[config.mk]
export PLATFORM = sky130hd
export DESIGN_NAME = rf_wb_arbiter
export DESIGN_NICKNAME = d
export VERILOG_FILES = /design/src/rtl/rf_wb_arbiter_pkg.sv /design/src/rtl/rf_wb_arbiter_rr.sv /design/src/rtl/rf_wb_arbiter.sv
export SDC_FILE = /design/constraint.sdc
export NUM_CORES = 1
export LEC_CHECK = 0
export CAP_MARGIN = 20
export CORE_UTILIZATION = 41
export CTS_BUF_LIST = sky130_fd_sc_hd__clkbuf_8
export DETAILED_ROUTE_END_ITERATION = 7
export PLACE_DENSITY_LB_ADDON = 0.05
export SLEW_MARGIN = 20
export SYNTH_ARGS = -nofsm -noshare
export SYNTH_HDL_FRONTEND = slang
export SYNTH_SLANG_ARGS = --single-unit
[constraint.sdc]
create_clock -name clk -period 5.2 [get_ports clk]
set_clock_uncertainty 0.2 [all_clocks]
set_input_delay 1.04 -clock clk [delete_from_list [all_inputs] [get_ports clk]]
set_output_delay 1.04 -clock clk [all_outputs]
set_load 0.005 [all_outputs]
[src/rtl/rf_wb_arbiter_pkg.sv]
// Shared core constants for the writeback path.
// Holds the requester indices, the default requester count and the
// register-address / data widths used by the writeback arbiter.
package rf_wb_arbiter_pkg;

  localparam int REG_AW  = 5;
  localparam int DATA_W  = 32;
  localparam int WB_NREQ = 3;

  localparam int REQ_EXU = 0;
  localparam int REQ_LSU = 1;
  localparam int REQ_CSR = 2;

endpackage

[src/rtl/rf_wb_arbiter_rr.sv]
// rr_arbiter: combinational round-robin grant.
// Ports:
//   req  [N-1:0]  request vector
//   ptr  [PW-1:0] index at which the search starts
//   gnt  [N-1:0]  one-hot grant, all-zero when no request is set
module rr_arbiter #(
  parameter int N  = 3,
  parameter int PW = (N > 1) ? $clog2(N) : 1
) (
  input  logic [N-1:0]  req,
  input  logic [PW-1:0] ptr,
  output logic [N-1:0]  gnt
);

  logic          found;
  logic [PW-1:0] idx;

  always_comb begin
    gnt   = '0;
    found = 1'b0;
    idx   = '0;
    for (int k = 0; k < N; k++) begin
      idx = PW'((int'(ptr) + k) % N);
      if (!found && req[idx]) begin
        gnt[idx] = 1'b1;
        found    = 1'b1;
      end
    end
  end

endmodule

[src/rtl/rf_wb_arbiter.sv]
// rf_wb_arbiter: round-robin writeback arbiter in front of the register file,
// plus a per-register busy scoreboard for the issue stage.
// Ports:
//   clk, rst                    clock, asynchronous active-high reset
//   req_valid/req_ready [NREQ]  per-requester handshake (ready is one-hot or zero)
//   req_waddr [5*NREQ]          destination register per requester
//   req_wdata [32*NREQ]         write data per requester
//   rf_wen/rf_waddr/rf_wdata    registered register-file write port
//   iss_valid, iss_rd           issue-stage claim of a destination register
//   chk_rs1/chk_rs2             source registers queried by issue
//   rs1_busy/rs2_busy           source has a write still pending
module rf_wb_arbiter
  import rf_wb_arbiter_pkg::*;
#(
  parameter int NREQ = WB_NREQ
) (
  input  logic                     clk,
  input  logic                     rst,
  input  logic [NREQ-1:0]          req_valid,
  output logic [NREQ-1:0]          req_ready,
  input  logic [REG_AW*NREQ-1:0]   req_waddr,
  input  logic [DATA_W*NREQ-1:0]   req_wdata,
  output logic                     rf_wen,
  output logic [REG_AW-1:0]        rf_waddr,
  output logic [DATA_W-1:0]        rf_wdata,
  input  logic                     iss_valid,
  input  logic [REG_AW-1:0]        iss_rd,
  input  logic [REG_AW-1:0]        chk_rs1,
  input  logic [REG_AW-1:0]        chk_rs2,
  output logic                     rs1_busy,
  output logic                     rs2_busy
);

  localparam int PW = (NREQ > 1) ? $clog2(NREQ) : 1;

  logic [PW-1:0]     rr_ptr;
  logic [NREQ-1:0]   grant;
  logic              xfer_p0;
  logic [PW-1:0]     gidx_p0;
  logic [REG_AW-1:0] waddr_p0;
  logic [DATA_W-1:0] wdata_p0;
  logic [31:0]       busy;
  logic [31:0]       set_mask;
  logic [31:0]       clr_mask;

  function automatic logic [PW-1:0] wrap_inc(input logic [PW-1:0] v);
    return (v == PW'(NREQ - 1)) ? '0 : v + PW'(1);
  endfunction

  rr_arbiter #(.N(NREQ), .PW(PW)) u_rr (
    .req (req_valid),
    .ptr (rr_ptr),
    .gnt (grant)
  );

  // Grants are suppressed during reset so nothing can be accepted then.
  assign req_ready = rst ? '0 : grant;

  // ---- p0: accept stage, select the granted requester's payload ----
  always_comb begin
    xfer_p0  = 1'b0;
    gidx_p0  = '0;
    waddr_p0 = '0;
    wdata_p0 = '0;
    for (int i = 0; i < NREQ; i++) begin
      if (req_ready[i]) begin
        xfer_p0  = 1'b1;
        gidx_p0  = PW'(i);
        waddr_p0 = req_waddr[REG_AW*i +: REG_AW];
        wdata_p0 = req_wdata[DATA_W*i +: DATA_W];
      end
    end
  end

  // Clear is applied before set, so a same-cycle set on the same register wins.
  always_comb begin
    set_mask = '0;
    clr_mask = '0;
    if (iss_valid && (iss_rd != '0))
      set_mask[iss_rd] = 1'b1;
    if (xfer_p0 && (waddr_p0 != '0))
      clr_mask[waddr_p0] = 1'b1;
  end

  // ---- p1: register-file write port and scoreboard state ----
  always_ff @(posedge clk or posedge rst) begin
    if (rst) begin
      rr_ptr   <= '0;
      rf_wen   <= 1'b0;
      rf_waddr <= '0;
      rf_wdata <= '0;
      busy     <= '0;
    end else begin
      busy <= ((busy & ~clr_mask) | set_mask) & ~32'd1;
      if (xfer_p0) begin
        rr_ptr   <= wrap_inc(gidx_p0);
        // x0 writes are consumed but never reach the register file.
        rf_wen   <= (waddr_p0 != '0);
        rf_waddr <= waddr_p0;
        rf_wdata <= wdata_p0;
      end else begin
        rf_wen <= 1'b0;
      end
    end
  end

  assign rs1_busy = (chk_rs1 != '0) && busy[chk_rs1];
  assign rs2_busy = (chk_rs2 != '0) && busy[chk_rs2];

  // Issuing to a register that already has a pending write is an issuer bug.
  always_ff @(posedge clk) begin
    if (!rst && iss_valid && (iss_rd != '0))
      assert (!busy[iss_rd])
        else $error("issue to already-busy register x%0d", iss_rd);
  end

endmodule

==> results_dict.tcl, run 1 <==
set metrics [dict create \
    status "finished, violations left" \
    failed_checks "design-rule violations" \
    n_fill_cell 854 \
    clock_sinks 71 \
    finalSetupTns_ns 0 \
    drive_gt1_share_pct 9.408 \
    clockPowerShare_pct 11.9 \
    utilization_pct 62.52 \
    first_pass_iters 8 \
    start_kind "input pin" \
    ys_seq_area_share_pct 42.17 \
    endpoint_kind "output port" \
    path_clk_slew_ns 0.06 \
    postRouteAntennaNets 0 \
    muxShareOfSynthArea_pct 10.90 \
    critPathArrivalTime_ns 3.63 \
    wl_per_cell_um 19.25 \
    holdCritStartpoint "rf_waddr[4]$_DFFE_PP0P_" \
    p_per_area_mw_per_mm2 518.4 \
    rsz0062_at_grt "false" \
    first_global_vias 4187 \
    antenna_cells 0 \
    r2r-start "rr_ptr[1]$_DFFE_PP0P_" \
    power.switching_mw 1.306 \
    netlist_area_mm2 0.004213 \
    clock_path_buffers 2 \
    overflow 0 \
    switching_share_pct 40.85 \
    vias 4264 \
    synthArstFlopShare_pct 100.0 \
    cts_tree "built" \
    hold_viol 0 \
    cts_buffers 9 \
    dp_hpwl_um 10000 \
    grt_pass1_wl_um 21130 \
    ys_ff_latch 71 \
    grt_start_max_net_pins 72 \
    yosysMostFrequentCell "dfrtp_1" \
    dieArea_mm2 0.01068 \
    antenna_found_initial 0 \
    yosys.area_share.adder_pct 1.188 \
    drv_cap 0 \
    worst-slew-pin-transition_ns 0.9005 \
    drt-total-wl_um 13610 \
    setup_violations 0 \
    fmax_ghz 0.2054 \
    pwr-share-seq_pct 31.3 \
    synth_compound_area_share_pct 27.50 \
    drc 1 \
    yosysTopAreaCellShare_pct 42.17 \
    ys_warn_count 0 \
    die_w_um 103.4 \
    hold_class "reg2reg" \
    min_period_over_period_pct 93.61 \
    critPathMaxFanout 9 \
    slew_viol_final 0 \
    port_buffers 174 \
    synth_cell_types 55 \
    synth.area.top_cells "dfrtp_1 (42%), mux4_2 (9.6%), a222oi_1 (7.4%)" \
    fp.coreArea_mm2 0.009864 \
    cts_root_buf "clkbuf_8" \
    netlist.top_cell.by_area "dfrtp_1" \
    rows 36 \
    ff2ff_setup_slack_ns 1.45 \
    post_cts_buffers 0 \
    die_y_um 103.4 \
    cp.required_ns 3.96 \
    initial_utilization_pct 42.71 \
    yosys-top-cells-count "dfrtp_1 (71), nor2_1 (54), a21oi_1 (41)" \
    synth_xor_area_share_pct 0 \
    hold_path_depth 2 \
    synth_top_family_by_area "compound AO/OA/AOI/OAI gates" \
    synth_flop_cell "dfrtp_1" \
    syn-instance-count 417 \
    yosys.area_share.simple_pct 13.34 \
    power_frac_comb_pct 56.8 \
    slew_headroom_pct 39.96 \
    period_minus_slack_ns 4.868 \
    viasPerCell 6.031 \
    r2r_cells 11 \
    r2r-end "busy[13]$_DFF_PP0_" \
    syn_nets 553 \
    areaGrowthSynthToFinish_pct 46.39 \
    cts_resized 0 \
    num_io_pins 175 \
    gp_congestion 0.8484 \
    ir_drop_mv 0.3580 \
    p_leak_nw 2.327 \
    htreeDepth 3 \
    ctsHoldBuffers 0 \
    layout.nets 707 \
    drtIter0Drc 262 \
    insertion_delay_ns 0.34 \
    power.internal_mw 1.891 \
    synth_edf_count 0 \
    syn_area_per_cell_um2 10.10 \
    path_class "in2out" \
    min_to "rf_waddr[4]$_DFFE_PP0P_" \
    grt_usage_pct 26.30 \
]
-- registers in the layout, summed over array words and instances (netlist names) --
name,cells
busy,31
rf_waddr,5
rf_wen,1
rf_wdata,32
rr_ptr,2
-- critical path, stage by stage --
cell	delay, ns
clkdlybuf4s50_1	0.80
mux4_2	0.58
mux4_2	0.48
mux2_2	0.28
clkdlybuf4s50_1	0.44
-- cells by family after synthesis --
| group | after synthesis |
|---|---|
| AOI/OAI and AO/OA | 157 |
| muxes | 23 |
| and+or+nand+nor | 116 |
| adders and majority gates | 4 |
| buffers and inverters | 46 |
| DFF | 71 |
-- power by group through the flow --
| stage | sequential (mW) | combinational [mW] | clock [mW] |
|---|---|---|---|
| after floorplan | 0.972 | 1.12 | 0 |
| after global placement | 0.991 | 1.78 | 0 |
| after detailed placement | 1.00 | 1.82 | 0 |
| after CTS | 0.999 | 1.83 | 0.387 |
| after global routing | 1.04 | 2.00 | 0.415 |
| final | 1.00 | 1.82 | 0.379 |
-- cell type report --
class	count	area, um^2	share of cell area, %
tap	133	166.4	2.698
clock buffer	10	137.6	2.232
multi-input combinational	300	2241	36.34
sequential	71	1777	28.81
inverter	9	35.03	0.5681
timing repair buffer	180	1787	28.97
clock inverter	4	23.77	0.3855
-- stage by stage --
stage	power (mW)	hold WS (ns)	area [um^2]	worst slack [ns]	std cells
after global placement	2.774	0.2668	6001	0.3941	693
after floorplan	2.091	0.2559	4213	0.4571	417
after global routing	3.449	0.3204	6167	0.2048	707
final	3.197	0.2782	6167	0.3321	707
after detailed placement	2.822	0.2685	6006	0.2909	693
after CTS	3.213	0.2864	6167	0.2803	707
-- routing by layer --
metal  routed length, um  GRT usage, %  vias to the layer above
met1                5366         33.59                     2071
met5                   0             0                        -
met3                1182         6.048                       18
met4                 197         8.126                        0
li1                    -             -                     1964
met2                6866         44.42                      211
-- placed cells by master (no fill, tap or decap), types with 2 or more instances in the layout --
cell type	instances
a21oi_2	2
mux4_2	18
nor2b_1	6
a21o_1	2
nand2_1	20
and3_1	3
o21ai_0	22
clkdlybuf4s50_1	174
o41ai_1	22
o21a_1	3
nand4bb_1	2
nand3_1	6
nand2b_1	3
nor4_1	8
o211ai_1	2
nor3_1	2
a222oi_1	31
ha_1	4
o21ai_1	3
o22ai_1	3
a22o_1	3
o2bb2ai_1	2
a22oi_1	3
dfrtp_1	71
inv_1	7
a21oi_1	41
mux2i_1	2
nor2_1	52
mux2_2	3
clkbuf_8	10
a2bb2oi_1	2
clkinv_2	4
o31ai_1	7
buf_4	6
-- how the worst max path moves through the flow --
stage,start,endpoint,slack (ns),depth (start not counted)
6_report,chk_rs2[0],rs2_busy,0.33,5
5_1_grt,chk_rs2[0],rs2_busy,0.20,5
4_1_cts,chk_rs2[0],rs2_busy,0.28,5
3_5_place_dp,chk_rs2[0],rs2_busy,0.29,5
3_3_place_gp,chk_rs2[0],rs2_busy,0.39,5
2_1_floorplan,rst,busy[16]$_DFF_PP0_,0.46,11
No activity file was read; power rests on OpenSTA's default activity.
==> run 2: changes to the inputs <==
--- a/config.mk
+++ b/config.mk
@@ -7,7 +7,7 @@
 export LEC_CHECK = 0
 export CAP_MARGIN = 20
 export CORE_UTILIZATION = 41
-export CTS_BUF_LIST = sky130_fd_sc_hd__clkbuf_8
+export CTS_BUF_LIST = sky130_fd_sc_hd__clkbuf_16
 export DETAILED_ROUTE_END_ITERATION = 7
 export PLACE_DENSITY_LB_ADDON = 0.05
 export SLEW_MARGIN = 20
==> results_dict.tcl, run 2 (synthesized netlist as in run 1, its figures left out) <==
set metrics [dict create \
    min_to "rf_waddr[4]$_DFFE_PP0P_" \
    cts_buffers 9 \
    cpPeakStageDelay_ns 0.80 \
    vias 4258 \
    critPathArrivalTime_ns 3.63 \
    startpoint "chk_rs2[0]" \
    areaGrowthSynthToFinish_pct 48.56 \
    p_per_area_mw_per_mm2 536.2 \
    hold_path_depth 2 \
    place_ws_ns 0.2909 \
    wl_per_cell_um 19.21 \
    cp_slowest_cell "clkdlybuf4s50_1" \
    clockPowerShare_pct 15.9 \
    postRouteAntennaNets 0 \
    p_leak_nw 2.368 \
    grt_use_met1_pct 33.38 \
    drv_cap 0 \
    ir_drop_mv 0.3399 \
    fmax_ghz 0.2055 \
    r2r-start "rr_ptr[1]$_DFFE_PP0P_" \
    setup_ws_ns 0.3349 \
    pwr-share-seq_pct 29.8 \
    insertion_delay_ns 0.33 \
    setup_violations 0 \
    hold_class "reg2reg" \
    drt-total-wl_um 13580 \
    dieArea_mm2 0.01068 \
    viasPerCell 6.023 \
    first_global_vias 4163 \
    critPathMaxFanout 9 \
    clock_path_buffers 2 \
    gp_congestion 0.8484 \
    start_kind "input pin" \
    holdCritStartpoint "rf_waddr[4]$_DFFE_PP0P_" \
    top_register "rf_wdata" \
    path_cells "clkdlybuf4s50_1 > mux4_2 > mux4_2 > mux2_2 > clkdlybuf4s50_1" \
    cp.required_ns 3.96 \
    clock_sinks 71 \
    cts_root_buf "clkbuf_16" \
    largestRegisters "rf_wdata x32, busy x31, rf_waddr x5" \
    n_fill_cell 838 \
    ff2ff_setup_slack_ns 1.48 \
    endpoint_kind "output port" \
    grt_start_max_net_pins 72 \
    grt_pass1_wl_um 21050 \
    finalSetupTns_ns 0 \
    drtIter0Drc 266 \
    ctsHoldBuffers 0 \
    htreeDepth 3 \
    antenna_cells 0 \
    busiest_layer "met2" \
    final_common_cell "clkdlybuf4s50_1" \
    path_class "in2out" \
    slew_viol_final 0 \
    first_pass_iters 8 \
    layout.nets 707 \
    slew_headroom_pct 39.76 \
    worst-slew-pin-transition_ns 0.9035 \
    overflow 0 \
    grt_usage_pct 26.23 \
    port_buffers 174 \
    die_w_um 103.4 \
    post_cts_buffers 0 \
    power_mw 3.356 \
    grtUsageMet3_pct 5.444 \
    power.internal_mw 2.027 \
    rsz0062_at_grt "false" \
    r2r_cells 11 \
    power_frac_comb_pct 54.3 \
    switching_share_pct 39.60 \
    grtUsageMet2_pct 44.83 \
    hold_viol 0 \
    drc 0 \
    min_period_over_period_pct 93.56 \
    fp.coreArea_mm2 0.009864 \
    r2r-end "busy[13]$_DFF_PP0_" \
    period_minus_slack_ns 4.865 \
    largest_reg_flops 32 \
    dp_hpwl_um 10000 \
    cts_tree "built" \
    cts_resized 0 \
    path_clk_slew_ns 0.05 \
    rows 36 \
    num_io_pins 175 \
    power.switching_mw 1.329 \
    antenna_found_initial 0 \
    drive_gt1_share_pct 9.233 \
    status "completed" \
    final_cell_mix "clkdlybuf4s50_1 (174), dfrtp_1 (71), nor2_1 (52)" \
    die_y_um 103.4 \
    initial_utilization_pct 42.71 \
]
## run 2: layout make-up
class	count	area [um^2]	share of cell area, %
inverters	9	35.03	0.5598
flip-flops and latches	71	1777	28.39
repair buffers	180	1787	28.55
multi-input cells	300	2241	35.81
well taps	133	166.4	2.659
clock buffers	9	225.2	3.599
clock inverters	5	27.53	0.4398
## run 2: power by group through the flow
stage,Sequential [mW],Combinational [mW],Clock [mW]
5_1_grt,1.04,2.00,0.564
4_1_cts,1.00,1.83,0.538
3_3_place_gp,0.991,1.78,0
3_5_place_dp,1.00,1.82,0
2_1_floorplan,0.972,1.12,0
6_report,1.00,1.82,0.534
## run 2: metrics by stage
stage	util (%)	hold slack, ns	instance area (um^2)	std cells
finish	63.44	0.2750	6259	707
global route	63.44	0.3158	6259	707
detailed placement	60.88	0.2685	6006	693
global placement	60.83	0.2668	6001	693
CTS	63.44	0.2827	6259	707
floorplan	-	0.2559	4213	417
## run 2: routing by layer
metal  vias up  wire length [um]
met5         -                 0
li1       1970                 -
met4         0               219
met1      2074              5445
met3        19              1072
met2       195              6845
## run 2: worst max-delay path by stage
stage,to,slack (ns),depth (start not counted)
floorplan,busy[16]$_DFF_PP0_,0.46,11
global placement,rs2_busy,0.39,5
detailed placement,rs2_busy,0.29,5
CTS,rs2_busy,0.28,5
global route,rs2_busy,0.20,5
finish,rs2_busy,0.33,5
## run 2: worst max-delay path: cells and delay by family
kind	cells	cell delay, ns
buffers and inverters	2	1.24
muxes	3	1.34
==> run 3: changes to the inputs <==
--- a/config.mk
+++ b/config.mk
@@ -6,9 +6,10 @@
 export NUM_CORES = 1
 export LEC_CHECK = 0
 export CAP_MARGIN = 20
-export CORE_UTILIZATION = 41
+export CORE_UTILIZATION = 64
 export CTS_BUF_LIST = sky130_fd_sc_hd__clkbuf_16
 export DETAILED_ROUTE_END_ITERATION = 7
+export DONT_BUFFER_PORTS = 1
 export PLACE_DENSITY_LB_ADDON = 0.05
 export SLEW_MARGIN = 20
 export SYNTH_ARGS = -nofsm -noshare
==> results_dict.tcl, run 3 (synthesized netlist as in run 1, its figures left out) <==
set metrics [dict create \
    critPathArrivalTime_ns 2.88 \
    period_minus_slack_ns 4.118 \
    rsz0062_at_grt "false" \
    antenna_cells 0 \
    drt-total-wl_um 11520 \
    status "completed" \
    die_w_um 83.13 \
    drv_cap 0 \
    cts_tree "built" \
    endpoint_kind "output port" \
    areaGrowthSynthToFinish_pct 6.623 \
    grt_pass1_wl_um 17880 \
    hold_viol 0 \
    dieArea_mm2 0.006911 \
    cp.required_ns 3.96 \
    final_cell_mix "dfrtp_1 (71), nor2_1 (52), a21oi_1 (41)" \
    clock_sinks 71 \
    largestRegisters "rf_wdata x32, busy x31, rf_waddr x5" \
    grt_usage_pct 33.24 \
    top_register "rf_wdata" \
    wl_per_cell_um 24.21 \
    drc 0 \
    first_pass_iters 8 \
    overflow 0 \
    fmax_ghz 0.2428 \
    power_mw 3.019 \
    path_class "reg2out" \
    ctsHoldBuffers 0 \
    p_per_area_mw_per_mm2 672.0 \
    hold_class "reg2reg" \
    ir_drop_mv 0.4137 \
    cts_root_buf "clkbuf_16" \
    insertion_delay_ns 0.32 \
    htreeDepth 3 \
    vias 3707 \
    start_kind "flip-flop" \
    cts_buffers 9 \
    dp_hpwl_um 8228 \
    cts_resized 0 \
    clock_path_buffers 2 \
    final_area_mm2 0.004492 \
    largest_reg_flops 32 \
    setup_violations 0 \
    post_cts_buffers 0 \
    viasPerCell 7.788 \
    setup_ws_ns 1.082 \
    place_area_mm2 0.004174 \
    p_leak_nw 1.696 \
    grt_start_max_net_pins 69 \
    min_period_over_period_pct 79.19 \
    num_io_pins 175 \
    first_global_vias 3370 \
    place_ws_ns 1.251 \
    fp.coreArea_mm2 0.006350 \
    slew_headroom_pct 36.72 \
    drive_gt1_share_pct 13.03 \
    die_y_um 83.13 \
    critPathMaxFanout 33 \
    path_clk_slew_ns 0.05 \
    slew_viol_final 0 \
    n_fill_cell 461 \
    port_buffers 0 \
    rows 29 \
    worst-slew-pin-transition_ns 0.9414 \
    initial_utilization_pct 66.34 \
    antenna_found_initial 0 \
    drtIter0Drc 427 \
    gp_congestion 0.9885 \
    finalSetupTns_ns 0 \
    holdWs_ns 0.3021 \
    final_common_cell "dfrtp_1" \
    postRouteAntennaNets 0 \
    layout.nets 531 \
]
[run 3: final cells by class]
type,instances,area (um^2),area share [%]
multi-input cells,300,2241,49.89
repair buffers,4,30.03,0.6685
inverters,9,35.03,0.7799
clock buffers,9,225.2,5.014
well taps,77,96.34,2.145
flip-flops and latches,71,1777,39.55
clock inverters,6,87.58,1.950
[run 3: critical path: stages (launching register included)]
cell      delay (ns)
dfrtp_1         0.40
inv_1           0.11
ha_1            0.40
nand2_1         0.15
a211oi_1        0.35
o21a_1          0.28
o21a_1          0.43
buf_4           0.42
[run 3: layer usage]
layer	global-route usage [%]	share of wire (%)
met5	0	0
met3	4.970	8.0
met2	55.29	51
met1	45.29	40
met4	10.66	1.7
[run 3: path summary, 6_finish.rpt]
| check | startpoint | endpoint | slack [ns] | cells past startpoint |
|---|---|---|---|---|
| min in group asynchronous | rst | busy[20]$_DFF_PP0_ | 0.37 | 1 |
| hold / removal | busy[1]$_DFF_PP0_ | busy[1]$_DFF_PP0_ | 0.30 | 2 |
| setup / recovery | rr_ptr[1]$_DFFE_PP0P_ | req_ready[2] | 1.08 | 7 |
| setup reg to reg | rr_ptr[0]$_DFFE_PP0P_ | busy[22]$_DFF_PP0_ | 1.31 | 11 |
| hold reg to reg | busy[1]$_DFF_PP0_ | busy[1]$_DFF_PP0_ | 0.30 | 2 |
| max in group asynchronous | rst | rr_ptr[1]$_DFFE_PP0P_ | 3.39 | 2 |
[run 3: report_power, final]
part	total (mW)	internal, mW	switching (mW)
combinational	1.31	0.533	0.775
clock	0.648	0.416	0.232
sequential	1.06	0.826	0.237
[run 3: metrics by stage]
| stage | utilization [%] | instances |
|---|---|---|
| 3_3_place_gp | 65.73 | 461 |
| 5_1_grt | 70.74 | 476 |
| 6_report | 70.74 | 476 |
| 2_1_floorplan | - | 417 |
| 4_1_cts | 70.66 | 476 |
| 3_5_place_dp | 65.73 | 461 |
